`src/rtl/hps_frame_read_sequencer_pkg.sv`:
```
// Shared constants and state encoding for the HPS frame read sequencer.
// Frame geometry defaults match a 640x480 frame packed 8 pixels per byte.
package hps_seq_pkg;

    localparam int COLS_BYTES_DEF = 80;
    localparam int ROWS_DEF       = 480;
    localparam int COL_W          = $clog2(COLS_BYTES_DEF);
    localparam int ROW_W          = $clog2(ROWS_DEF);
    localparam int CNT_W          = 32;

    typedef enum logic [3:0] {
        S_IDLE       = 4'd0,
        S_WAIT_SOF   = 4'd1,
        S_CAPTURE    = 4'd2,
        S_DRAIN      = 4'd3,
        S_SERVE_IDLE = 4'd4,
        S_SERVE_WAIT = 4'd5,
        S_SERVE_ACK  = 4'd6,
        S_DONE       = 4'd7,
        S_ERROR      = 4'd8
    } seq_state_t;

endpackage

```
`src/rtl/hps_frame_read_sequencer_sync.sv`:
```
// Two-flop synchroniser for a single asynchronous level.
module bit_sync (
    input  logic clk,
    input  logic rst,
    input  logic d,
    output logic q
);

    logic meta;

    always_ff @(posedge clk or posedge rst) begin
        if (rst) begin
            meta <= 1'b0;
            q    <= 1'b0;
        end else begin
            meta <= d;
            q    <= meta;
        end
    end

endmodule

```
`src/rtl/hps_frame_read_sequencer.sv`:
```
// Captures one camera frame into SDRAM on HPS request, then serves it byte by byte
// to the HPS through a four-phase req/ack handshake.
module hps_frame_read_sequencer
    import hps_seq_pkg::*;
#(
    parameter int COLS_BYTES  = COLS_BYTES_DEF,
    parameter int ROWS        = ROWS_DEF,
    parameter int RD_LAT      = 2,
    parameter int DRAIN_CYC   = 4096,
    parameter int TIMEOUT_CYC = 50000000
) (
    input  logic             iCLK,
    input  logic             iRST,
    input  logic             iSTART,
    input  logic             iFVAL,
    input  logic             iHPS_REQ,
    input  logic [7:0]       iFIFO_DATA,
    output logic             oFIFO_RD,
    output logic             oFIFO_LOAD,
    output logic             oCAPTURE,
    output logic [7:0]       oDATA,
    output logic             oHPS_ACK,
    output logic [ROW_W-1:0] oROW,
    output logic [COL_W-1:0] oCOL,
    output logic             oDONE,
    output logic             oERR,
    output logic [3:0]       oSTATE
);

    logic start_s, fval_s, req_s;
    logic start_d, fval_d;
    logic start_rise, start_fall, fval_fall;

    bit_sync u_sync_start (.clk(iCLK), .rst(iRST), .d(iSTART),   .q(start_s));
    bit_sync u_sync_fval  (.clk(iCLK), .rst(iRST), .d(iFVAL),    .q(fval_s));
    bit_sync u_sync_req   (.clk(iCLK), .rst(iRST), .d(iHPS_REQ), .q(req_s));

    assign start_rise = start_s & ~start_d;
    assign start_fall = ~start_s & start_d;
    assign fval_fall  = ~fval_s & fval_d;

    seq_state_t       state, nxt;
    logic [CNT_W-1:0] cyc_cnt;
    logic [ROW_W-1:0] row;
    logic [COL_W-1:0] col;
    logic [7:0]       data_q;
    logic             tmo_hit, drain_hit, lat_hit, col_end, last_byte;

    // One cycle counter serves timeout, drain and read latency; it restarts on every state change.
    assign tmo_hit   = (cyc_cnt == CNT_W'(TIMEOUT_CYC - 1));
    assign drain_hit = (cyc_cnt == CNT_W'(DRAIN_CYC - 1));
    assign lat_hit   = (cyc_cnt == CNT_W'(RD_LAT - 1));
    assign col_end   = (col == COL_W'(COLS_BYTES - 1));
    assign last_byte = col_end && (row == ROW_W'(ROWS - 1));

    always_ff @(posedge iCLK or posedge iRST) begin
        if (iRST) state <= S_IDLE;
        else      state <= nxt;
    end

    always_comb begin
        nxt = state;
        if (state != S_IDLE && start_fall) begin
            nxt = S_IDLE;
        end else begin
            case (state)
                S_IDLE:       if (start_rise) nxt = S_WAIT_SOF;
                S_WAIT_SOF:   if (fval_fall) nxt = S_CAPTURE;
                              else if (tmo_hit) nxt = S_ERROR;
                S_CAPTURE:    if (fval_fall) nxt = S_DRAIN;
                              else if (tmo_hit) nxt = S_ERROR;
                S_DRAIN:      if (drain_hit) nxt = S_SERVE_IDLE;
                S_SERVE_IDLE: if (req_s) nxt = S_SERVE_WAIT;
                S_SERVE_WAIT: if (lat_hit) nxt = S_SERVE_ACK;
                S_SERVE_ACK:  if (!req_s) nxt = last_byte ? S_DONE : S_SERVE_IDLE;
                S_DONE:       ;
                S_ERROR:      ;
                default:      nxt = S_IDLE;
            endcase
        end
    end

    // Strobes look at nxt so an abort in the same cycle suppresses them.
    always_comb begin
        oFIFO_LOAD = 1'b0;
        oFIFO_RD   = 1'b0;
        oCAPTURE   = 1'b0;
        oHPS_ACK   = 1'b0;
        oDONE      = 1'b0;
        oERR       = 1'b0;
        case (state)
            S_IDLE:       oFIFO_LOAD = start_rise;
            S_DRAIN:      oFIFO_LOAD = (nxt == S_SERVE_IDLE);
            S_CAPTURE:    oCAPTURE   = 1'b1;
            S_SERVE_IDLE: oFIFO_RD   = (nxt == S_SERVE_WAIT);
            S_SERVE_ACK:  oHPS_ACK   = 1'b1;
            S_DONE:       oDONE      = 1'b1;
            S_ERROR:      oERR       = 1'b1;
            default:      ;
        endcase
    end

    always_ff @(posedge iCLK or posedge iRST) begin
        if (iRST) begin
            start_d <= 1'b0;
            fval_d  <= 1'b0;
            cyc_cnt <= '0;
            row     <= '0;
            col     <= '0;
            data_q  <= '0;
        end else begin
            start_d <= start_s;
            fval_d  <= fval_s;
            cyc_cnt <= (nxt != state) ? '0 : cyc_cnt + 1'b1;
            if (state == S_SERVE_WAIT && nxt == S_SERVE_ACK)
                data_q <= iFIFO_DATA;
            // Position holds on the last byte so DONE still reports it.
            if (state != S_IDLE && nxt == S_IDLE) begin
                row <= '0;
                col <= '0;
            end else if (state == S_SERVE_ACK && nxt == S_SERVE_IDLE) begin
                if (col_end) begin
                    col <= '0;
                    row <= row + 1'b1;
                end else begin
                    col <= col + 1'b1;
                end
            end
        end
    end

    assign oDATA  = data_q;
    assign oROW   = row;
    assign oCOL   = col;
    assign oSTATE = state;

endmodule

```
`config.mk`:
```
export PLATFORM = sky130hd
export DESIGN_NAME = hps_frame_read_sequencer
export DESIGN_NICKNAME = d
export VERILOG_FILES = /design/src/rtl/hps_frame_read_sequencer_pkg.sv /design/src/rtl/hps_frame_read_sequencer_sync.sv /design/src/rtl/hps_frame_read_sequencer.sv
export SDC_FILE = /design/constraint.sdc
export NUM_CORES = 1
export LEC_CHECK = 0
export ABC_AREA = 1
export CAP_MARGIN = 20
export CORE_UTILIZATION = 51
export DETAILED_ROUTE_END_ITERATION = 8
export HOLD_SLACK_MARGIN = 0.08
export PLACE_DENSITY = 0.78
export SYNTH_ARGS = -nofsm -noshare
export SYNTH_HDL_FRONTEND = slang
export SYNTH_SLANG_ARGS = --single-unit
export TNS_END_PERCENT = 100
```
`constraint.sdc`:
```
create_clock -name iCLK -period 2 [get_ports iCLK]
set_clock_uncertainty 0.2 [all_clocks]
set_input_delay 0.3 -clock iCLK [delete_from_list [all_inputs] [get_ports iCLK]]
set_output_delay 0.3 -clock iCLK [all_outputs]
set_load 0.01 [all_outputs]
```
==> results.py <==
metrics = {
    "pwr": {
        "swShare_pct": 42.1,
        "peakVddDrop_mv": 1.07,
        "power_switching_w": 0.00239,
        "leakage_nw": 3.17,
        "p_int_w": 0.00329,
        "comb_power_share_pct": 49.8,
        "pwr-share-clk_pct": 22.5,
        "p_per_area_nw_per_um2": 857,
        "sequentialPowerShare_pct": 27.7,
    },
    "sta": {
        "period_minus_slack_ps": 3210,
        "rsz0062_at_grt": "true",
        "setup_viol": 66,
        "timing.fmax_ghz": 0.312,
        "fin_crit_sh_pct": 161,
        "setup_tns_ps": -64010,
        "drv_slew": 0,
        "worst-slew-pin-transition_ps": 636,
        "hold_viol": 0,
        "setup_ws_ps": -1210,
        "max_slew_margin_pct": 57.2,
    },
    "drt": {
        "drc": 0,
        "drt-pass1-iter-count": 7,
        "drt_wl_total_um": 21200,
        "vias": 5589,
        "ant_nets": 0,
        "via_per_inst": 6.65,
        "wl_per_cell_um": 25.2,
        "dr.first_iter.drc_count": 1096,
    },
    "yosys": {
        "synthArstFlopShare_pct": 100,
        "ys_seq_area_share_pct": 42.6,
        "synth-seq-cells": 68,
        "syn_area_um2": 3990,
        "synth_nets": 542,
        "ys_types": 36,
        "synth_area_per_cell_um2": 7.60,
        "synthesis.instances": 525,
        "synth-edff-count": 0,
        "synth.most_common_cell": "nand2_1",
        "synthTopCellsByArea": "dfrtp_1 (43%), nand2_1 (12%), inv_1 (6.9%), xor2_1 (6.6%), nor2_1 (6.5%)",
        "synth_ff_type": "dfrtp_1",
        "yosysTopAreaCellShare_pct": 42.6,
        "yosys_warnings": 0,
        "yosys-top-cells-count": "nand2_1 (124), inv_1 (73), nor2_1 (69)",
        "yosys.area.top_type": "dfrtp_1",
    },
    "floorplan": {
        "dieArea_um2": 8190,
        "core_um2": 7410,
        "ioPinCount": 47,
        "rows": 31,
        "die_x_um": 90.5,
        "die_y_um": 90.5,
        "start_util_pct": 53.9,
    },
    "clocking": {
        "clk_pin_slew_ps": 90,
        "clockRootBuffer": "clkbuf_8",
        "cts_max_level": 3,
        "cts_tree": "built",
        "cts_hold_buffers": 0,
        "cts.path.max_buffers": 2,
        "numCtsBuffers": 9,
        "clkLatencyLatePin_ps": 380,
        "numClockSinks": 68,
    },
    "worst_hold_path": {
        "hold_path.class": "in2async",
    },
    "setup_path": {
        "cp-end-kind": "flip-flop",
        "crit_type": "reg2reg",
        "critical_path.max_stage_delay_ps": 450,
        "cp_slowest_cell": "dfrtp_1",
        "path_max_fanout": 3,
        "cp.arrival_ps": 3270,
        "cp.required_ps": 2060,
        "path_cells": "nor2_1 -> nand2_1 -> nor2_2 -> nand4_4 -> inv_2 -> nand2_2 -> nand2_4 -> nand2_4 -> buf_4 -> nor2_4 -> nand3_4 -> buf_4 -> nor2_2 -> nand2_1 -> o21ai_0",
        "worstSetupStartpointType": "flip-flop",
    },
    "outcome": {
        "outcome": "finished, violations left",
        "violations": "negative setup slack",
    },
    "placement": {
        "dp.cells": 799,
        "place_area_um2": 5600,
        "numPortBuffers": 46,
        "gp_congestion": 0.955,
        "dp_hpwl_um": 8420,
        "place_ws_ps": -487,
    },
    "finish": {
        "final_cells": 841,
        "drive_gt1_share_pct": 41.5,
        "area_growth_syn_to_layout_pct": 66.2,
        "nNetsFinal": 755,
        "finalInstanceArea_um2": 6640,
        "antenna_cells": 0,
        "fin_util_pct": 89.6,
    },
    "global_route": {
        "grt_pass1_wl_um": 23100,
        "grt_pass1_vias": 4798,
        "grt_usage_pct": 36.0,
        "overflow": 0,
        "grt_max_degree": 33,
        "antenna_found_initial": 0,
    },
    "flow_run": {
        "maxCapViolations": 0,
    },
}
-- per-stage QoR --
step                power [W]  hold slack, ps
finish                0.00569             106
global route          0.00575             117
CTS                   0.00451             112
detailed placement    0.00314             142
global placement      0.00308             133
floorplan             0.00245             131
-- routing by layer --
| metal | up-vias | GRT usage, % | share of wire (%) |
|---|---|---|---|
| met5 | - | 0 | 0 |
| met4 | 0 | 25.3 | 12 |
| met3 | 325 | 7.66 | 15 |
| met2 | 720 | 59.6 | 42 |
| met1 | 2483 | 41.5 | 31 |
| li1 | 2061 | - | - |
-- path summary, 6_finish.rpt --
check | cells past startpoint | from | slack [ps] | endpoint
max in group asynchronous | 3 | iRST | 960 | cyc_cnt[8]
max | 15 | cyc_cnt[20] | -1210 | oCOL[4]
min in group iCLK | 0 | u_sync_fval.meta | 160 | u_sync_fval.q
min | 2 | iRST | 110 | start_d
max reg2reg | 15 | cyc_cnt[20] | -1210 | oCOL[4]
min reg2reg | 0 | u_sync_fval.meta | 160 | u_sync_fval.q
-- cells by family (layout without fill, tap and decap cells) --
logic type	after synthesis	after routing	synth area share, %
fa+ha+maj	4	4	1.25
simple gates	312	313	36.2
compound gates	21	21	2.98
flops	68	68	42.6
xor+xnor	35	35	7.68
buf+inv	85	301	9.31
-- layout by cell type, fill, tap and decap left out, drive strengths merged, types with 2 or more instances in the layout --
cell type and n:
nand3 44, clkdlybuf4s50 36, nor3 26, o21ai 15, xnor2 5, ha 4, dfrtp 68, clkinvlp 3
nand4 10, clkbuf 14, dlymetal6s2s 3, inv 75, nor2 95, nor4 2, a21oi 4, buf 168
nand2 132, xor2 30
-- power groups by stage --
stage / logic [W] / clock network (W) / registers (W)
finish: 0.00283 / 0.00128 / 0.00158
global route: 0.00284 / 0.00133 / 0.00158
CTS: 0.00174 / 0.00123 / 0.00154
detailed placement: 0.00157 / 0 / 0.00157
global placement: 0.00153 / 0 / 0.00155
floorplan: 0.000819 / 0 / 0.00163
-- timing repair --
| item | CTS | global route |
|---|---|---|
| endpoints found under the setup margin | 64 | 68 |
| resized for setup | 56 | 132 |
| gates cloned | 2 | 3 |
| pin swaps | 15 | 34 |
| setup buffers | 11 | 18 |
-- flip-flops by register name, summed over array words and instances (netlist names) --
register and count:
cyc_cnt 32, oDATA 8, u_sync_start.q 1, oSTATE 4
fval_d 1, u_sync_fval.q 1, u_sync_req.q 1, oROW 9
oCOL 7, u_sync_req.meta 1, u_sync_fval.meta 1, start_d 1
u_sync_start.meta 1
-- final cells by class --
class                   instances  area, um^2
clock buffers                  12         165
clock inverters                 3        45.0
fillers                       250         771
inverters                      76         304
multi-input cells             373        2410
flip-flops and latches         68        1710
well taps                      99         124
repair buffers                210        1890
-- critical path, delay by kind of cell, from the launching register on --
family / cells / cell delay (ps)
compound gates: 1 / 130
buf+inv: 3 / 460
simple gates: 11 / 1860
flops: 1 / 450
(Power assumes the default switching activity.)
